**config.mk**
```make
export PLATFORM = sky130hd
export DESIGN_NAME = rr_grant_arbiter_flat
export DESIGN_NICKNAME = d
export VERILOG_FILES = /design/src/rtl/rr_grant_arbiter_pkg.sv /design/src/rtl/rr_grant_arbiter_if.sv /design/src/rtl/rr_grant_arbiter_decoder.sv /design/src/rtl/rr_grant_arbiter.sv /design/src/flat_wrapper.sv
export SDC_FILE = /design/constraint.sdc
export NUM_CORES = 1
export LEC_CHECK = 0
export ABC_AREA = 1
export CAP_MARGIN = 25
export CORE_ASPECT_RATIO = 1.1
export CORE_MARGIN = 5
export CORE_UTILIZATION = 35
export CTS_CLUSTER_SIZE = 16
export DETAILED_ROUTE_END_ITERATION = 7
export RECOVER_POWER = 50
export SLEW_MARGIN = 25
export SYNTH_ARGS = -nofsm -noshare
export SYNTH_HDL_FRONTEND = slang
export SYNTH_SLANG_ARGS = --single-unit
export TNS_END_PERCENT = 30
```
**constraint.sdc**
```tcl
create_clock -name clock -period 3.1 [get_ports clock]
set_input_delay 0.31 -clock clock [delete_from_list [all_inputs] [get_ports clock]]
set_output_delay 0.31 -clock clock [all_outputs]
set_load 0.02 [all_outputs]
```
**src/rtl/rr_grant_arbiter_pkg.sv**
```systemverilog
// rr_grant_arbiter shared types: FSM state enum and round-robin pick.
// next_rr(req, last, n) returns the first set req index after last, wrapping at n-1.
package rr_arb_pkg;

  typedef enum logic {
    ARB_IDLE,
    ARB_BUSY
  } arb_state_t;

  localparam int MAX_ENTRY = 64;

  typedef logic [MAX_ENTRY-1:0] req_vec_t;

  // Scan downward so the last hit is the entry closest after 'last';
  // 'last' itself is visited at i==n and so has the lowest priority.
  function automatic int next_rr(
    input req_vec_t req,
    input int       last,
    input int       n
  );
    int res;
    int idx;
    res = last;
    for (int i = MAX_ENTRY; i >= 1; i--) begin
      if (i <= n) begin
        idx = last + i;
        if (idx >= n) idx = idx - n;
        if (req[idx[5:0]]) res = idx;
      end
    end
    return res;
  endfunction

endpackage

```
**src/rtl/rr_grant_arbiter_if.sv**
```systemverilog
// rr_grant_arbiter request/grant bundle.
// master: requesters (drive I_Req/I_Rls); slave: the arbiter (drives O_*).
interface rr_grant_arbiter_if #(
  parameter int NUM_ENTRY     = 8,
  parameter int LOG_NUM_ENTRY = 3
);
  logic [NUM_ENTRY-1:0]     I_Req;
  logic [NUM_ENTRY-1:0]     I_Rls;
  logic [NUM_ENTRY-1:0]     O_Grt;
  logic [LOG_NUM_ENTRY-1:0] O_Grt_No;
  logic                     O_Vld;
  logic                     O_Tmo;

  modport master (
    output I_Req, I_Rls,
    input  O_Grt, O_Grt_No, O_Vld, O_Tmo
  );

  modport slave (
    input  I_Req, I_Rls,
    output O_Grt, O_Grt_No, O_Vld, O_Tmo
  );
endinterface

```
**src/rtl/rr_grant_arbiter_decoder.sv**
```systemverilog
// Owner index to one-hot grant decoder, gated by en.
// Ports: en, idx in; onehot out (all-zero when en=0).
module rr_grant_arbiter_decoder #(
  parameter int NUM_ENTRY     = 8,
  parameter int LOG_NUM_ENTRY = 3
) (
  input  logic                     en,
  input  logic [LOG_NUM_ENTRY-1:0] idx,
  output logic [NUM_ENTRY-1:0]     onehot
);

  always_comb begin
    onehot = '0;
    for (int i = 0; i < NUM_ENTRY; i++) begin
      onehot[i] = en && (idx == LOG_NUM_ENTRY'(i));
    end
  end

endmodule

```
**src/rtl/rr_grant_arbiter.sv**
```systemverilog
// Round-robin grant arbiter: holds grant until owner releases, then rotates.
// Ports: clock, reset (async low), arb (slave modport). Macro: RRARB_TIMEOUT_EN.
module rr_grant_arbiter
  import rr_arb_pkg::*;
#(
  parameter int NUM_ENTRY     = 8,
  parameter int LOG_NUM_ENTRY = 3,
  parameter int TIMEOUT       = 256,
  parameter int LOG_TIMEOUT   = 8
) (
  input logic               clock,
  input logic               reset,
  rr_grant_arbiter_if.slave arb
);

  typedef logic [LOG_NUM_ENTRY-1:0] idx_t;

  if (NUM_ENTRY < 2 || TIMEOUT < 2 ||
      (1 << LOG_NUM_ENTRY) < NUM_ENTRY ||
      (1 << LOG_TIMEOUT) < TIMEOUT) begin : g_bad_cfg
    $error("rr_grant_arbiter: bad parameters");
  end

  arb_state_t state_q, state_d;
  idx_t       owner_q, owner_d;
  idx_t       last_q, last_d;
  logic       normal_rls;
  logic       expire;

`ifdef RRARB_TIMEOUT_EN
  logic [LOG_TIMEOUT-1:0] cnt_q, cnt_d;
  logic                   tmo_q, tmo_d;

  assign expire = (state_q == ARB_BUSY) &&
                  (cnt_q == LOG_TIMEOUT'(TIMEOUT - 1));
`else
  assign expire = 1'b0;
`endif

  assign normal_rls = arb.I_Rls[owner_q] | ~arb.I_Req[owner_q];

  always_comb begin
    state_d = state_q;
    owner_d = owner_q;
    last_d  = last_q;
`ifdef RRARB_TIMEOUT_EN
    cnt_d   = cnt_q;
    tmo_d   = 1'b0;
`endif
    unique case (state_q)
      ARB_IDLE: begin
        if (|arb.I_Req) begin
          owner_d = idx_t'(next_rr(req_vec_t'(arb.I_Req),
                                   int'(last_q), NUM_ENTRY));
          state_d = ARB_BUSY;
`ifdef RRARB_TIMEOUT_EN
          cnt_d   = '0;
`endif
        end
      end
      ARB_BUSY: begin
        if (normal_rls || expire) begin
          state_d = ARB_IDLE;
          last_d  = owner_q;
`ifdef RRARB_TIMEOUT_EN
          // A genuine release in the expiry cycle is not a timeout.
          tmo_d   = expire & ~normal_rls;
`endif
        end else begin
`ifdef RRARB_TIMEOUT_EN
          cnt_d   = cnt_q + 1'b1;
`endif
        end
      end
      default: state_d = ARB_IDLE;
    endcase
  end

  always_ff @(posedge clock or negedge reset) begin
    if (!reset) begin
      state_q <= ARB_IDLE;
      owner_q <= '0;
      last_q  <= idx_t'(NUM_ENTRY - 1);
`ifdef RRARB_TIMEOUT_EN
      cnt_q   <= '0;
      tmo_q   <= 1'b0;
`endif
    end else begin
      state_q <= state_d;
      owner_q <= owner_d;
      last_q  <= last_d;
`ifdef RRARB_TIMEOUT_EN
      cnt_q   <= cnt_d;
      tmo_q   <= tmo_d;
`endif
    end
  end

  assign arb.O_Vld    = (state_q == ARB_BUSY);
  assign arb.O_Grt_No = owner_q;
`ifdef RRARB_TIMEOUT_EN
  assign arb.O_Tmo    = tmo_q;
`else
  assign arb.O_Tmo    = 1'b0;
`endif

  rr_grant_arbiter_decoder #(
    .NUM_ENTRY     (NUM_ENTRY),
    .LOG_NUM_ENTRY (LOG_NUM_ENTRY)
  ) u_dec (
    .en     (arb.O_Vld),
    .idx    (owner_q),
    .onehot (arb.O_Grt)
  );

endmodule

```
**src/flat_wrapper.sv**
```systemverilog
// flat-port wrapper written by rule: the top's interface ports become plain ports
module rr_grant_arbiter_flat import rr_arb_pkg::*;
#(
  parameter int NUM_ENTRY     = 8,
  parameter int LOG_NUM_ENTRY = 3,
  parameter int TIMEOUT       = 256,
  parameter int LOG_TIMEOUT   = 8
)
  (clock, reset, arb_I_Req, arb_I_Rls, arb_O_Grt, arb_O_Grt_No, arb_O_Vld, arb_O_Tmo);
  rr_grant_arbiter_if #(.NUM_ENTRY(NUM_ENTRY), .LOG_NUM_ENTRY(LOG_NUM_ENTRY)) arb_i ();
  input logic clock;
  input logic reset;
  input wire logic [$bits(arb_i.I_Req)-1:0] arb_I_Req;
  input wire logic [$bits(arb_i.I_Rls)-1:0] arb_I_Rls;
  output wire logic [$bits(arb_i.O_Grt)-1:0] arb_O_Grt;
  output wire logic [$bits(arb_i.O_Grt_No)-1:0] arb_O_Grt_No;
  output wire logic [$bits(arb_i.O_Vld)-1:0] arb_O_Vld;
  output wire logic [$bits(arb_i.O_Tmo)-1:0] arb_O_Tmo;
  assign arb_i.I_Req = arb_I_Req;
  assign arb_i.I_Rls = arb_I_Rls;
  assign arb_O_Grt = arb_i.O_Grt;
  assign arb_O_Grt_No = arb_i.O_Grt_No;
  assign arb_O_Vld = arb_i.O_Vld;
  assign arb_O_Tmo = arb_i.O_Tmo;
  rr_grant_arbiter #(.NUM_ENTRY(NUM_ENTRY), .LOG_NUM_ENTRY(LOG_NUM_ENTRY), .TIMEOUT(TIMEOUT), .LOG_TIMEOUT(LOG_TIMEOUT)) u_core (.clock(clock), .reset(reset), .arb(arb_i));
endmodule
```
Yosys cells after proc, flatten, opt, wreduce, memory -nomap -nowiden
Index checks and enable logic that the tools add are counted.
{"block": "totals", "rom_bits": 0, "latch_bits": 0, "ff_bits": 7, "in_bits": 18, "ram_bits": 0, "n_memories": 0, "word_cells": 113, "output_inout_bits": 13}
{"block": "op_classes", "n_div": 0, "shifts": 0, "add_sub_neg": 16, "n_reduce_logical": 12, "muxes": 55, "magnitude_cmp": 17, "n_mul": 0, "n_bitwise": 3, "eq_ne": 7}
{"operator": ">= comparator 32 x 5 -> 1 bit, second input constant", "count": 8}
{"operator": "two-way mux 6 bit", "count": 24}
{"operator": "less-than comparator 6 x 7 -> 1 bit, second input constant", "count": 8}
{"operator": "binary-select mux 1 bit (select 6 bit)", "count": 8}
{"operator": "subtractor 4 x 4 -> 5 bit, second input constant", "count": 7}
{"operator": "two-way mux 3 bit", "count": 8}
{"operator": "adder 3 x 3 -> 4 bit, second input constant", "count": 4}
{"operator": "equality test 3 bit, second input constant", "count": 4}
{"operator": "two-way mux 1 bit", "count": 12}
{"operator": "adder 3 x 2 -> 4 bit, second input constant", "count": 2}
{"operator": "logical AND 1 bit", "count": 8}
{"operator": "OR reduction 8 bit", "count": 1}
{"operator": "binary-select mux 1 bit (select 3 bit)", "count": 2}
{"operator": "equality test 3 x 2 -> 1 bit, second input constant", "count": 2}
{"operator": "subtractor 5 x 4 -> 6 bit, second input constant", "count": 1}
{"operator": "adder 3 x 4 -> 5 bit, second input constant", "count": 1}
{"operator": "adder 3 x 1 -> 4 bit, second input constant", "count": 1}
{"operator": "less-than comparator 3 x 4 -> 1 bit, second input constant", "count": 1}
{"operator": "AND reduction 2 bit", "count": 2}
{"operator": "equality test 3 x 1 -> 1 bit, second input constant", "count": 1}
{"operator": "zero test 3 bit", "count": 1}
{"operator": "NOT 1 bit", "count": 2}
{"operator": "case mux 1 bit (2 select lines)", "count": 1}
{"operator": "OR 1 bit", "count": 1}

Logic depth before layout (Yosys ltp)
{"block": "depth", "ltp_word": 15, "mapped_depth": 19}

Hierarchy
From an unflattened synthesis, not the netlist that was laid out.
{"block": "hier_totals", "cells_unflattened": 199, "area_unflattened_um2": 1187.4}
{"mod": "rr_grant_arbiter", "seq_area_each_um2": 178.9, "cells_per_inst": 182, "instances": 1, "area_per_inst_um2": 1123.6}
{"mod": "rr_grant_arbiter_decoder", "seq_area_each_um2": 0.0, "cells_per_inst": 17, "instances": 1, "area_per_inst_um2": 63.8}

Least setup slack after synthesis
Ideal clock, no wire load.
{"block": "synth_path", "kind": "register -> register", "from": "reg u_core.last_q[0]", "to": "reg u_core.owner_q[1] (netlist: u_core.arb.O_Grt_No[1])", "n_path_buf": 2, "synth_period_minus_slack_ns": 2.228, "path_slack_ns": 0.872, "t_arrival_ns": 2.111, "stages_incl_launch_ff": 19, "required_time_ns": 2.983, "cell_sequence": "dfstp_2 buf_6 inv_6 buf_12 ha_1 inv_1 nand3_1 nand2_1 nand2_1 nand3_1 nand3_1 nand2_1 nand2_1 nand2_1 nand2_1 nand2_1 nand2_1 nand2_1 nand2_1"}
{"block": "synth_between", "elab_chain_cells": 15, "elab_cells_between_ends": 72}
{"element": "start, declared", "line_no": "rr_grant_arbiter.sv:26", "text": "idx_t last_q, last_d;"}
{"element": "start signal, assigned", "line_no": "rr_grant_arbiter.sv:83", "text": "last_q <= idx_t'(NUM_ENTRY - 1);"}
{"element": "start signal, assigned", "line_no": "rr_grant_arbiter.sv:91", "text": "last_q <= last_d;"}
{"element": "adder 3 x 4 -> 5 bit", "line_no": "rr_grant_arbiter_pkg.sv:26", "text": "idx = last + i;"}
{"element": ">= comparator 32 x 5 -> 1 bit or subtractor 5 x 4 -> 6 bit (tied branches)", "line_no": "rr_grant_arbiter_pkg.sv:27", "text": "if (idx >= n) idx = idx - n;"}
{"element": "two-way mux 6 bit", "line_no": "rr_grant_arbiter_pkg.sv:27"}
{"element": "two-way mux 6 bit", "line_no": "rr_grant_arbiter.sv:52", "text": "if (|arb.I_Req) begin"}
{"element": "two-way mux 6 bit", "line_no": "rr_grant_arbiter.sv:50", "text": "unique case (state_q)"}
{"element": "binary-select mux 1 bit (select 6 bit)", "line_no": "rr_grant_arbiter_pkg.sv:28", "text": "if (req[idx[5:0]]) res = idx;"}
{"element": "two-way mux 1 bit (implied by the code)", "line_no": "rr_grant_arbiter_pkg.sv:28"}
{"element": "two-way mux 3 bit (7 in a row)", "line_no": "rr_grant_arbiter_pkg.sv:28"}
{"element": "two-way mux 3 bit (*)", "line_no": "rr_grant_arbiter_pkg.sv:28"}
{"element": "end signal, assigned", "line_no": "rr_grant_arbiter.sv:90", "text": "owner_q <= owner_d;"}
{"element": "end, declared", "line_no": "rr_grant_arbiter.sv:25", "text": "idx_t owner_q, owner_d;"}
Every way passes the cells marked *; elsewhere a longest branch is shown, timed or not. The select of a mux whose other input is x is not followed.
A chain may end at the register's enable or synchronous reset.

Worst setup path after layout
{"block": "layout_path", "from": "reg u_core.last_q[1]", "to": "reg u_core.owner_q[0] (netlist: u_core.arb.O_Grt_No[0])"}
Same word-level chain as after synthesis.

==> results.py <==
metrics = {
    "layout": {
        "drive_gt1_frac": 0.141,
        "fin_util": 0.463,
        "area_growth_pct": 26.6,
        "diodes": 0,
        "fin_nets": 260,
    },
    "critical_path": {
        "path_max_fanout": 12,
        "arrival_ns": 2.69,
        "crit_type": "flop to flop",
        "critPathLaunchType": "flop",
        "endpoint_kind": "flop",
        "cp_data_required_time_ns": 3.23,
    },
    "logic_synthesis": {
        "synth.avg_cell_area_um2": 5.99,
        "yosys-top-cells-area": "nand2_1, nand3_1, dfrtp_1, inv_1, ha_1",
        "synth_nets": 230,
        "yosys_most_used_dff": "dfrtp_1",
        "yosys_warnings": 0,
        "yosys.area.top_type_share": 0.202,
        "syn_inst": 205,
        "synth_commonest_cells": "nand2_1, inv_1, nand3_1, nor2_1, o21ai_0",
        "ys_ff_latch": 7,
        "netlist_area_um2": 1230,
        "synth_most_common_cell": "nand2_1",
        "synth.distinct_cells": 30,
        "async_flop_share": 1.00,
        "yosys.area.top_type": "nand2_1",
        "synth_edf_count": 0,
        "seq_area_frac_synth": 0.146,
    },
    "clocking": {
        "root_buffer": "clkbuf_4",
        "cts-buffers-inserted": 3,
        "tritoncts": "done",
        "postCtsHoldBufs": 0,
        "worstSkewPairLatency_ns": 0.24,
        "clk_pin_slew_ns": 0.05,
        "ctsResizeCount": 0,
        "cts_sinks": 7,
        "clockBufferDepth": 2,
        "cts-htree-levels": 1,
        "postCtsSetupBuffers": 0,
    },
    "floorplanning": {
        "rows": 22,
        "dieArea_um2": 4790,
        "ios": 31,
        "fp.dieW_um": 66.5,
        "initial_core_util": 0.365,
        "fp.dieH_um": 72.1,
        "core-area_um2": 3360,
    },
    "grt": {
        "grtUsageTotal": 0.146,
        "grt.busiest_layer": "met2",
        "grt_max_degree": 15,
        "met2_usage": 0.262,
        "met3_usage": 0.0356,
        "grt_pass1_vias": 1296,
        "grt_util_met1": 0.182,
        "overflow": 0,
        "grt_first_pass_wirelength_um": 5610,
        "antenna_found_initial": 0,
    },
    "routing": {
        "first_pass_iters": 4,
        "drt_iter0_markers": 63,
        "drtAntennaViolNets": 0,
        "drc": 0,
        "routed_via_density": 4.73,
        "drt_wl_total_um": 3280,
        "vias": 1333,
        "wire_per_inst_um": 11.6,
    },
    "placement": {
        "io_buffers": 29,
        "place.gp.congestion": 0.823,
        "hpwl_um": 2770,
        "place_ws_ns": 0.581,
    },
    "timing": {
        "slew_headroom": 0.665,
        "setup_tns_ns": 0,
        "fin_crit_sh": 0.826,
        "maxSlewViolCount": 0,
        "worst_pin_slew_ns": 0.498,
        "fin_crit_ns": 2.56,
        "worst_slack_ns": 0.540,
        "clock_skew_ns": 0.00206,
        "rsz0062_at_grt": "no",
        "finalSetupViolCount": 0,
        "finalHoldViolCount": 0,
        "fmax_ghz": 0.391,
    },
    "outcome": {
        "status": "completed",
    },
    "worst_hold_path": {
        "worstHoldPathType": "input pin to async pin",
    },
    "run": {
        "drv_cap": 0,
    },
}
-- area by class of cell --
class / instances / area (um^2)
clock buffer: 4 / 26.3
timing repair buffer: 29 / 290
fill: 379 / 1800
sequential: 7 / 179
tap: 48 / 60.1
multi-input combinational: 163 / 877
inverter: 31 / 121
-- routing by layer --
| layer | vias up | part of all wire |
|---|---|---|
| li1 | 711 | - |
| met1 | 594 | 0.46 |
| met2 | 28 | 0.49 |
| met3 | 0 | 0.045 |
| met4 | 0 | 0 |
| met5 | - | 0 |
-- metrics by stage --
step / hold WS, ns / std cells / area [um^2]
after global placement: 0.559 / 278 / 1530
after detailed placement: 0.538 / 278 / 1530
after floorplan: 0.0144 / 205 / 1230
final: 0.397 / 282 / 1550
after CTS: 0.331 / 282 / 1550
after global routing: 0.411 / 282 / 1550
-- registers in the layout, summed over array words and instances (netlist names) --
register	flops
u_core.last_q	3
u_core.arb.O_Grt_No	3
u_core.arb.O_Vld	1
-- logic make-up after synthesis --
group,Yosys count,share of synthesized area
buffers and inverters,35,0.140
flip-flops,7,0.146
other,1,0.00306
AO/OA/AOI/OAI,25,0.116
AND/OR/NAND/NOR,128,0.497
XOR/XNOR,2,0.0265
adder cells (fa/ha/maj),7,0.0714
-- layout by cell type, fill, tap and decap left out, drive strengths merged --
cell type,count
o21ai,15
nand2,79
dlygate4sd3,5
dfrtp,4
clkdlybuf4s50,24
ha,7
dfstp,3
a221oi,2
clkbuf,4
o211ai,1
nor4,1
o22ai,1
clkinv,1
and2,1
a22o,1
or2,1
o21bai,1
nand3,30
inv,30
conb,1
nor2,14
xnor2,2
a21oi,4
nand4,2
-- path summary, 6_finish.rpt --
| kind | startpoint | endpoint | slack (ns) | depth (start not counted) |
|---|---|---|---|---|
| worst min-delay path | reset | u_core.arb.O_Grt_No[0] | 0.40 | 1 |
| max in group asynchronous | reset | u_core.last_q[1] | 2.41 | 1 |
| worst max-delay path | u_core.last_q[1] | u_core.arb.O_Grt_No[0] | 0.54 | 13 |
| worst min register to register | u_core.arb.O_Grt_No[2] | u_core.arb.O_Grt_No[2] | 0.55 | 2 |
| worst max register to register | u_core.last_q[1] | u_core.arb.O_Grt_No[0] | 0.54 | 13 |
| min in group clock | u_core.arb.O_Grt_No[2] | u_core.arb.O_Grt_No[2] | 0.55 | 2 |
-- critical path, stage by stage, from the launching register on --
cell and delay (ns):
dfstp_2 0.67, inv_1 0.21, ha_1 0.45, inv_1 0.15, nand3_1 0.11, nand2_1 0.10
nand2_1 0.11, nand2_2 0.07, o21ai_0 0.15, nand2_1 0.07, nand2_1 0.06, nand2_1 0.06
a21oi_1 0.14, o21ai_1 0.09
Power is not shown: default switching activity piles up to over one toggle a cycle in this logic, so the estimate is an artifact.
